==> src/rtl/lane_pkg.sv <==
// Shared lane constants and the tick-generator state type, also used by the
// lane position counters.
package lane_pkg;

    typedef enum logic [1:0] {
        LANE_IDLE   = 2'd0,
        LANE_RUN    = 2'd1,
        LANE_PAUSED = 2'd2
    } lane_tick_state_t;

    localparam int LANE_BASE_DIV = 500000;
    localparam int LANE_MIN_DIV  = 1000;

endpackage

==> src/rtl/tick_period_calc.sv <==
// Combinational tick period: period = max(BASE_DIV >> level, MIN_DIV),
// evaluated in DIV_W bits.
module tick_period_calc
    import lane_pkg::*;
#(
    parameter int DIV_W    = 20,
    parameter int BASE_DIV = LANE_BASE_DIV,
    parameter int MIN_DIV  = LANE_MIN_DIV,
    parameter int LEVEL_W  = 3
) (
    input  logic [LEVEL_W-1:0] i_level,
    output logic [DIV_W-1:0]   o_period
);

    logic [DIV_W-1:0] w_shifted;

    // NOTE: every always_comb output gets a value on every path, so no latch is inferred.
    always_comb begin
        w_shifted = DIV_W'(BASE_DIV) >> i_level;
        o_period  = (w_shifted < DIV_W'(MIN_DIV)) ? DIV_W'(MIN_DIV) : w_shifted;
    end

endmodule

==> src/rtl/lane_tick_gen.sv <==
// Motion-tick generator for the lane counters: single-cycle tick every
// level-dependent period, with run/stop and an 8-bit wrapping tally.
// Optional pause freeze is built only when LANE_TICK_PAUSE_EN is defined.
module lane_tick_gen
    import lane_pkg::*;
#(
    parameter int DIV_W    = 20,
    parameter int BASE_DIV = LANE_BASE_DIV,
    parameter int MIN_DIV  = LANE_MIN_DIV,
    parameter int LEVEL_W  = 3
) (
    input  logic               clk,
    input  logic               reset,
    input  logic               start,
    input  logic               stop,
`ifdef LANE_TICK_PAUSE_EN
    input  logic               pause,
`endif
    input  logic [LEVEL_W-1:0] level,
    output logic               tick,
    output logic               running,
    output logic [7:0]         tick_cnt
);

`ifdef LANE_TICK_PAUSE_EN
    localparam int ST_W = 2;
`else
    localparam int ST_W = 1;
`endif

    localparam logic [ST_W-1:0] S_IDLE   = ST_W'(LANE_IDLE);
    localparam logic [ST_W-1:0] S_RUN    = ST_W'(LANE_RUN);
`ifdef LANE_TICK_PAUSE_EN
    localparam logic [ST_W-1:0] S_PAUSED = ST_W'(LANE_PAUSED);
`endif

    logic [ST_W-1:0]  r_state;
    logic [DIV_W-1:0] r_div;
    logic             r_tick;
    logic [7:0]       r_tick_cnt;

    logic [DIV_W-1:0] w_period;
    logic [DIV_W-1:0] w_reload;
    logic             w_pause;
    logic             w_count;

    tick_period_calc #(
        .DIV_W    (DIV_W),
        .BASE_DIV (BASE_DIV),
        .MIN_DIV  (MIN_DIV),
        .LEVEL_W  (LEVEL_W)
    ) u_period_calc (
        .i_level  (level),
        .o_period (w_period)
    );

    assign w_reload = w_period - DIV_W'(1);

`ifdef LANE_TICK_PAUSE_EN
    assign w_pause = pause;
`else
    assign w_pause = 1'b0;
`endif

    // The edge that leaves PAUSED also counts, so a P-cycle pause costs exactly P cycles.
    assign w_count = !stop && !w_pause && (r_state != S_IDLE);

    // NOTE: sequential state uses non-blocking assignments so every register sees pre-edge values.
    always_ff @(posedge clk) begin
        if (reset) begin
            r_state    <= S_IDLE;
            r_div      <= '0;
            r_tick     <= 1'b0;
            r_tick_cnt <= '0;
        end else begin
            r_tick <= 1'b0;

            if (stop) begin
                r_state <= S_IDLE;
            end else if (r_state == S_IDLE) begin
                if (start) begin
                    r_state    <= S_RUN;
                    r_div      <= w_reload;
                    r_tick_cnt <= '0;
                end
`ifdef LANE_TICK_PAUSE_EN
            end else if (w_pause) begin
                r_state <= S_PAUSED;
            end else begin
                r_state <= S_RUN;
`endif
            end

            if (w_count) begin
                if (r_div == '0) begin
                    r_tick     <= 1'b1;
                    r_div      <= w_reload;
                    r_tick_cnt <= r_tick_cnt + 8'd1;
                end else begin
                    r_div <= r_div - DIV_W'(1);
                end
            end
        end
    end

    assign tick     = r_tick;
    assign running  = (r_state != S_IDLE);
    assign tick_cnt = r_tick_cnt;

endmodule

==> config.mk <==
export PLATFORM = sky130hd
export DESIGN_NAME = lane_tick_gen
export DESIGN_NICKNAME = d
export VERILOG_FILES = /design/src/rtl/lane_pkg.sv /design/src/rtl/tick_period_calc.sv /design/src/rtl/lane_tick_gen.sv
export SDC_FILE = /design/constraint.sdc
export NUM_CORES = 1
export LEC_CHECK = 0
export BUFFER_PORTS_ARGS = -buffer_cell sky130_fd_sc_hd__buf_4
export CAP_MARGIN = 10
export CELL_PAD_IN_SITES_DETAIL_PLACEMENT = 1
export CELL_PAD_IN_SITES_GLOBAL_PLACEMENT = 2
export CORE_MARGIN = 1.5
export CORE_UTILIZATION = 36
export CTS_CLUSTER_SIZE = 40
export DETAILED_ROUTE_END_ITERATION = 8
export PLACE_DENSITY_LB_ADDON = 0.1
export SLEW_MARGIN = 15
export SYNTH_ARGS = -nofsm -noshare
export SYNTH_HDL_FRONTEND = slang
export SYNTH_SLANG_ARGS = --single-unit
==> constraint.sdc <==
create_clock -name clk -period 2.45 [get_ports clk]
set_input_delay 0.1225 -clock clk [delete_from_list [all_inputs] [get_ports clk]]
set_output_delay 0.1225 -clock clk [all_outputs]
set_load 0.02 [all_outputs]
After elaboration in Yosys (flattened, before gate mapping)
Index checks and enable logic that the tools add are counted.

word-level totals
  flip-flop bits (word level) = 30
  input port bits = 7
  output and inout bits = 10
  word-level logic and storage cells = 33

operators by class
  add/subtract/negate cells = 3
  order comparisons = 1
  eq/ne operators = 2
  shift operators = 1
  multiplexer cells = 14
  bitwise operators = 1
  reductions and logical operators = 7

operators by type and width
  cell                                                                     number
  20-bit two-way mux                                                       6
  8-bit two-way mux                                                        5
  20-bit by 1-bit subtractor with 20-bit output, second input constant     2
  20-bit zero test                                                         1
  20-bit by 10-bit < comparator with 1-bit output, second input constant   1
  19-bit by 3-bit >> shifter with 20-bit output, first input constant      1
  8-bit by 1-bit adder with 8-bit output, second input constant            1
  2-bit by 1-bit inequality test with 1-bit output, second input constant  2
  2-bit OR reduction                                                       2
  1-bit two-way mux                                                        3
  3-bit AND reduction                                                      1
  2-bit nonzero test                                                       1
  1-bit logical AND                                                        1
  1-bit zero test                                                          1
  1-bit inverter                                                           1

Depth between registers and ports, before layout
  word-level depth = 8
  depth in mapped cells = 11
  mapped depth without buffers = 9

By module
From an unflattened synthesis, not the netlist that was laid out.

second synthesis, totals
  cell total of the unflattened synthesis = 320
  area total of the unflattened synthesis = 2376.0 um^2

modules (own cells, without submodules)
  module            times used  cells each  area each (um^2)  seq. area each (um^2)
  lane_tick_gen     1           281         2077.0            600.6
  tick_period_calc  1           39          299.0             0.0

Least setup slack after synthesis
Ideal clock, no wire load.

  path type = input-to-reg
  start = input port level[1]
  end = register r_div[12]
  setup time = 112 ps
  arrival = 2063 ps
  required time = 2338 ps
  path slack = 274 ps
  stages on the path = 9
  buffers on the path = 2
  path through = clkbuf_1 inv_1 ha_1 clkbuf_1 or4b_1 or2_1 nor3_1 a2111oi_0 a2111oi_1

on the way
  word-level cells in the longest chain between the ends = 8
  elaborated cells on any way between the ends = 9
  classes of those cells = 1 x add/sub; 1 x order compare; 1 x shift; 6 x mux

ends and longest elaborated chain
  element                                            line                    RTL
  start: declaration                                 lane_tick_gen.sv:19     input logic [LEVEL_W-1:0] level,
  19-bit by 3-bit >> shifter with 20-bit output (*)  tick_period_calc.sv:19  w_shifted = DIV_W'(BASE_DIV) >> i_level;
  20-bit by 10-bit < comparator with 1-bit output    tick_period_calc.sv:20  o_period = (w_shifted < DIV_W'(MIN_DIV)) ? DIV_W'(MIN_DIV) : w_shifted;
  20-bit two-way mux (*)                             tick_period_calc.sv:20
  20-bit by 1-bit subtractor with 20-bit output (*)  lane_tick_gen.sv:57     assign w_reload = w_period - DIV_W'(1);
  20-bit two-way mux                                 lane_tick_gen.sv:81     if (start) begin
  20-bit two-way mux                                 lane_tick_gen.sv:80     end else if (r_state == S_IDLE) begin
  20-bit two-way mux                                 lane_tick_gen.sv:78     if (stop) begin
  20-bit two-way mux (*)                             lane_tick_gen.sv:94     if (w_count) begin
  end signal: assignment                             lane_tick_gen.sv:83     r_div <= w_reload;
  end signal: assignment                             lane_tick_gen.sv:97     r_div <= w_reload;
  end signal: assignment                             lane_tick_gen.sv:100    r_div <= r_div - DIV_W'(1);
  end: declaration                                   lane_tick_gen.sv:38     logic [DIV_W-1:0] r_div;

Every way passes the cells marked *; elsewhere a longest branch is shown, timed or not. The select of a mux whose other input is x is not followed.
A chain may end at the register's enable or synchronous reset.

Worst setup path after layout
  start = register r_div[0]
  end = register r_div[17]

on the way
  word-level cells in the longest chain between the ends = 3
  elaborated cells on any way between the ends = 4
  classes of those cells = 1 x add/sub; 2 x mux; 1 x reduce/logical

ends and longest elaborated chain
  element                                                                                   line                                       RTL
  20-bit by 1-bit subtractor with 20-bit output / 20-bit zero test (equally long branches)  lane_tick_gen.sv:100, lane_tick_gen.sv:95
  20-bit two-way mux (*)                                                                    lane_tick_gen.sv:95                        if (r_div == '0) begin
  20-bit two-way mux (*)                                                                    lane_tick_gen.sv:94

Every way passes the cells marked *; elsewhere a longest branch is shown, timed or not.

==> impl_results.md <==
- Pre-CTS WS: 0.222 ns
- Initial antenna violation count: 0
- Number of buffers created by CTS: 5
- Cells after Synth: 296
- Tot Pwr: 1.53 mW
- Die area: 6890 um^2
- Synth Flop Type: dfxtp_1
- Crit end category: flop
- Synthesized area: 2310 um^2
- Placed cell count: 386
- Crit Path Category: flop to flop
- Largest net degree at the start of global routing: 28
- #FFs+latches synth: 30
- WL/cell: 20.1 um
- Final cycle utilization of the critical path: 92.1%
- Critical path buffers and inverters: 2
- # diodes: 0
- RD Place Congestion: 0.843
- Tmin final: 2.26 ns
- PnR worst setup slack: 0.194 ns
- Met3 Track Usage GR: 4.37%
- TNS Setup: 0 ns
- Layout cell share with drive strength beyond 1: around 18%
- Clk sink count: 30
- Setup bufs post-CTS: 0
- First-pass GRT wire length: roughly 13000 um
- Adder-Cell Fraction of Synth Area: under 10%
- Number of vias per cell: about 6.3
- Max clock buf depth: 2
- Synth top area cells: dfxtp_1 (26%), ha_1 (5.4%), o21ai_0 (5.0%), nand3_1 (4.1%), a21oi_1 (3.9%)
- Worst-Skew Late Latency: just under 0.3 ns
- Initial Util: 38.0%
- Worst min-delay path class: input pin to flop
- FP Rows: 28
- Die H: 83.0 um
- Mean post-synth cell area: 7.79 um^2
- Grt total ovfl: 0
- Clk_skew: 0.00628 ns
- Die width: 83.0 um
- Port bufs: 16
- Max-slew violations: 0
- Root Driver: clkbuf_8
- GRT busiest layer: met2
- Run status: finished, final reports clean
- RSZ-0062 raised after global routing: no
- Worst path slowest cell: dfxtp_1
- Relative slew slack: approximately 58%
- Remaining DRCs: 0
- Synth cell types: 66
- Fmax: 443 MHz
- DP HPWL: 5880 um
- Area delta synth->final: 17.0%
- Post-Synth XOR/XNOR Area: 1.14%
- Vias: 2487
- Core area: 6060 um^2
- Crit path arrival time: 2.42 ns
- Top cell type's share of synthesized area: a little over a quarter
- Antenna-violating nets left: 0
- Slew @ Worst Pin: 0.610 ns
- Mux contribution to synthesized area: 1.36%
- Pwr dens: 568 nW/um^2
- Cells along the critical path: inv_1 -> ha_1 -> nor4b_2 -> and4b_2 -> a21oi_4 -> buf_4 -> mux2i_1 -> o221ai_1
- Synth Area in Simple Gates: around 31%
- Non-Filler Instances: 394
- Leakage Power: 1.05 nW
- Maximum VDD drop: roughly 0.00025 V
- Most frequent cells in the layout: buf_4 (36), dfxtp_1 (30), o21ai_0 (23)
- Post-synthesis compound-gate area fraction: between 20 and 30%
- Worst Path Required: 2.61 ns
- Fin util: 44.5%
- Highest cell delay on the worst timing path: 0.41 ns
- EDFF count, synth: 0
- Grt met1 use: approximately a third
- Drt first pass iters: 4
- Crit-path leading delay family: simple AND/OR/NAND/NOR gates
- Largest family of logic cells by synthesized area: simple AND/OR/NAND/NOR gates
- H-tree lvl count: 2
- Final setup violation count: 0
- Commonest non-fill, non-tap cell in the layout: buf_4
- Synth warn: 0
- Max-Cap Viols: 0
- Final wirelength: between 7000 and 8000 um
- Post-synth net total: roughly 310
- Crit path launch type: flop
- Synth area leader: dfxtp_1
- Ys async rst share: 0%
- Met2 Use GR: 38.5%
- Total GRT Usage: 23.8%
- Final Hold Fails: 0
- Crit Path Max Fanout: 12
- Top Ports: 17
- CTS tree: done
- Final net count: 335
- Register area share after synthesis: 26.0%
- Clk slew on worst S/H paths: 0.07 ns
- Vias in the first global route: 2482
- Violation count after the first detailed-routing iteration: 111
## flip-flops by register name, indices dropped and copies added, names as in the netlist
register / flops
running: 1
tick_cnt: 8
r_div: 20
tick: 1
## through the flow
step	instance area, um^2	hold slack (ns)
2_1_floorplan	2310	0.390
3_3_place_gp	2580	0.462
3_5_place_dp	2580	0.468
4_1_cts	2690	0.164
5_1_grt	2700	0.192
6_report	2700	0.181
## worst paths after layout
path	end	cells after the start	slack [ns]	from
max reg2reg	r_div[17]$_SDFFE_PP0P_	8	0.19	r_div[0]$_SDFFE_PP0P_
min	r_div[0]$_SDFFE_PP0P_	2	0.18	reset
min reg2reg	tick_cnt[5]$_SDFF_PP0_	2	0.50	tick_cnt[5]$_SDFF_PP0_
max	r_div[17]$_SDFFE_PP0P_	8	0.19	r_div[0]$_SDFFE_PP0P_
## synthesized netlist by cell type, types with 3 or more instances
library cell	instances
inv_1	10
and3_1	6
nand4_1	5
a32oi_1	3
o211ai_1	4
o311ai_0	3
nor2b_1	5
nor2_1	20
nand2_1	14
nand3b_1	3
o21ai_0	23
o2bb2ai_1	3
dfxtp_1	30
or4_1	4
a21oi_1	18
nor4_1	7
or3_1	6
clkbuf_1	15
o22ai_1	4
o21ai_1	3
nand2b_1	7
o221ai_1	3
nor3_1	11
ha_1	10
buf_2	3
nand3_1	19
## power breakdown
group	internal [mW]	total, mW	switching [mW]
clock	0.299	0.514	0.214
combinational	0.178	0.475	0.297
sequential	0.512	0.543	0.0310
total	0.990	1.53	0.542
## layer usage
layer / part of all wire (%) / up-vias / wire, um
met4: 1.2 / 0 / 97
li1: - / 1192 / -
met2: 46 / 52 / 3690
met5: 0 / - / 0
met3: 4.8 / 10 / 382
met1: 47 / 1233 / 3770
## cell type report
class                   count  area (um^2)
inverters                  10         37.5
clock buffers               5         68.8
multi-input cells         235         1590
fillers                   765         3360
clock inverters             3         40.0
repair buffers             36          270
well taps                  75         93.8
flip-flops and latches     30          601
## repair_timing
| item | in CTS | in global routing |
|---|---|---|
| endpoints found under the setup margin | 0 | 3 |
| endpoints found under the hold margin | 0 | 0 |
| hold buffers | 0 | 0 |
| resized for setup | 0 | 1 |
## logic make-up after synthesis
kind of cell,after synthesis
AND/OR/NAND/NOR,122
buffers and inverters,31
flip-flops,30
multiplexers,3
XOR/XNOR,3
AO/OA/AOI/OAI,97
adder cells (fa/ha/maj),10
Note: power is estimated with default switching activity, not from simulation.
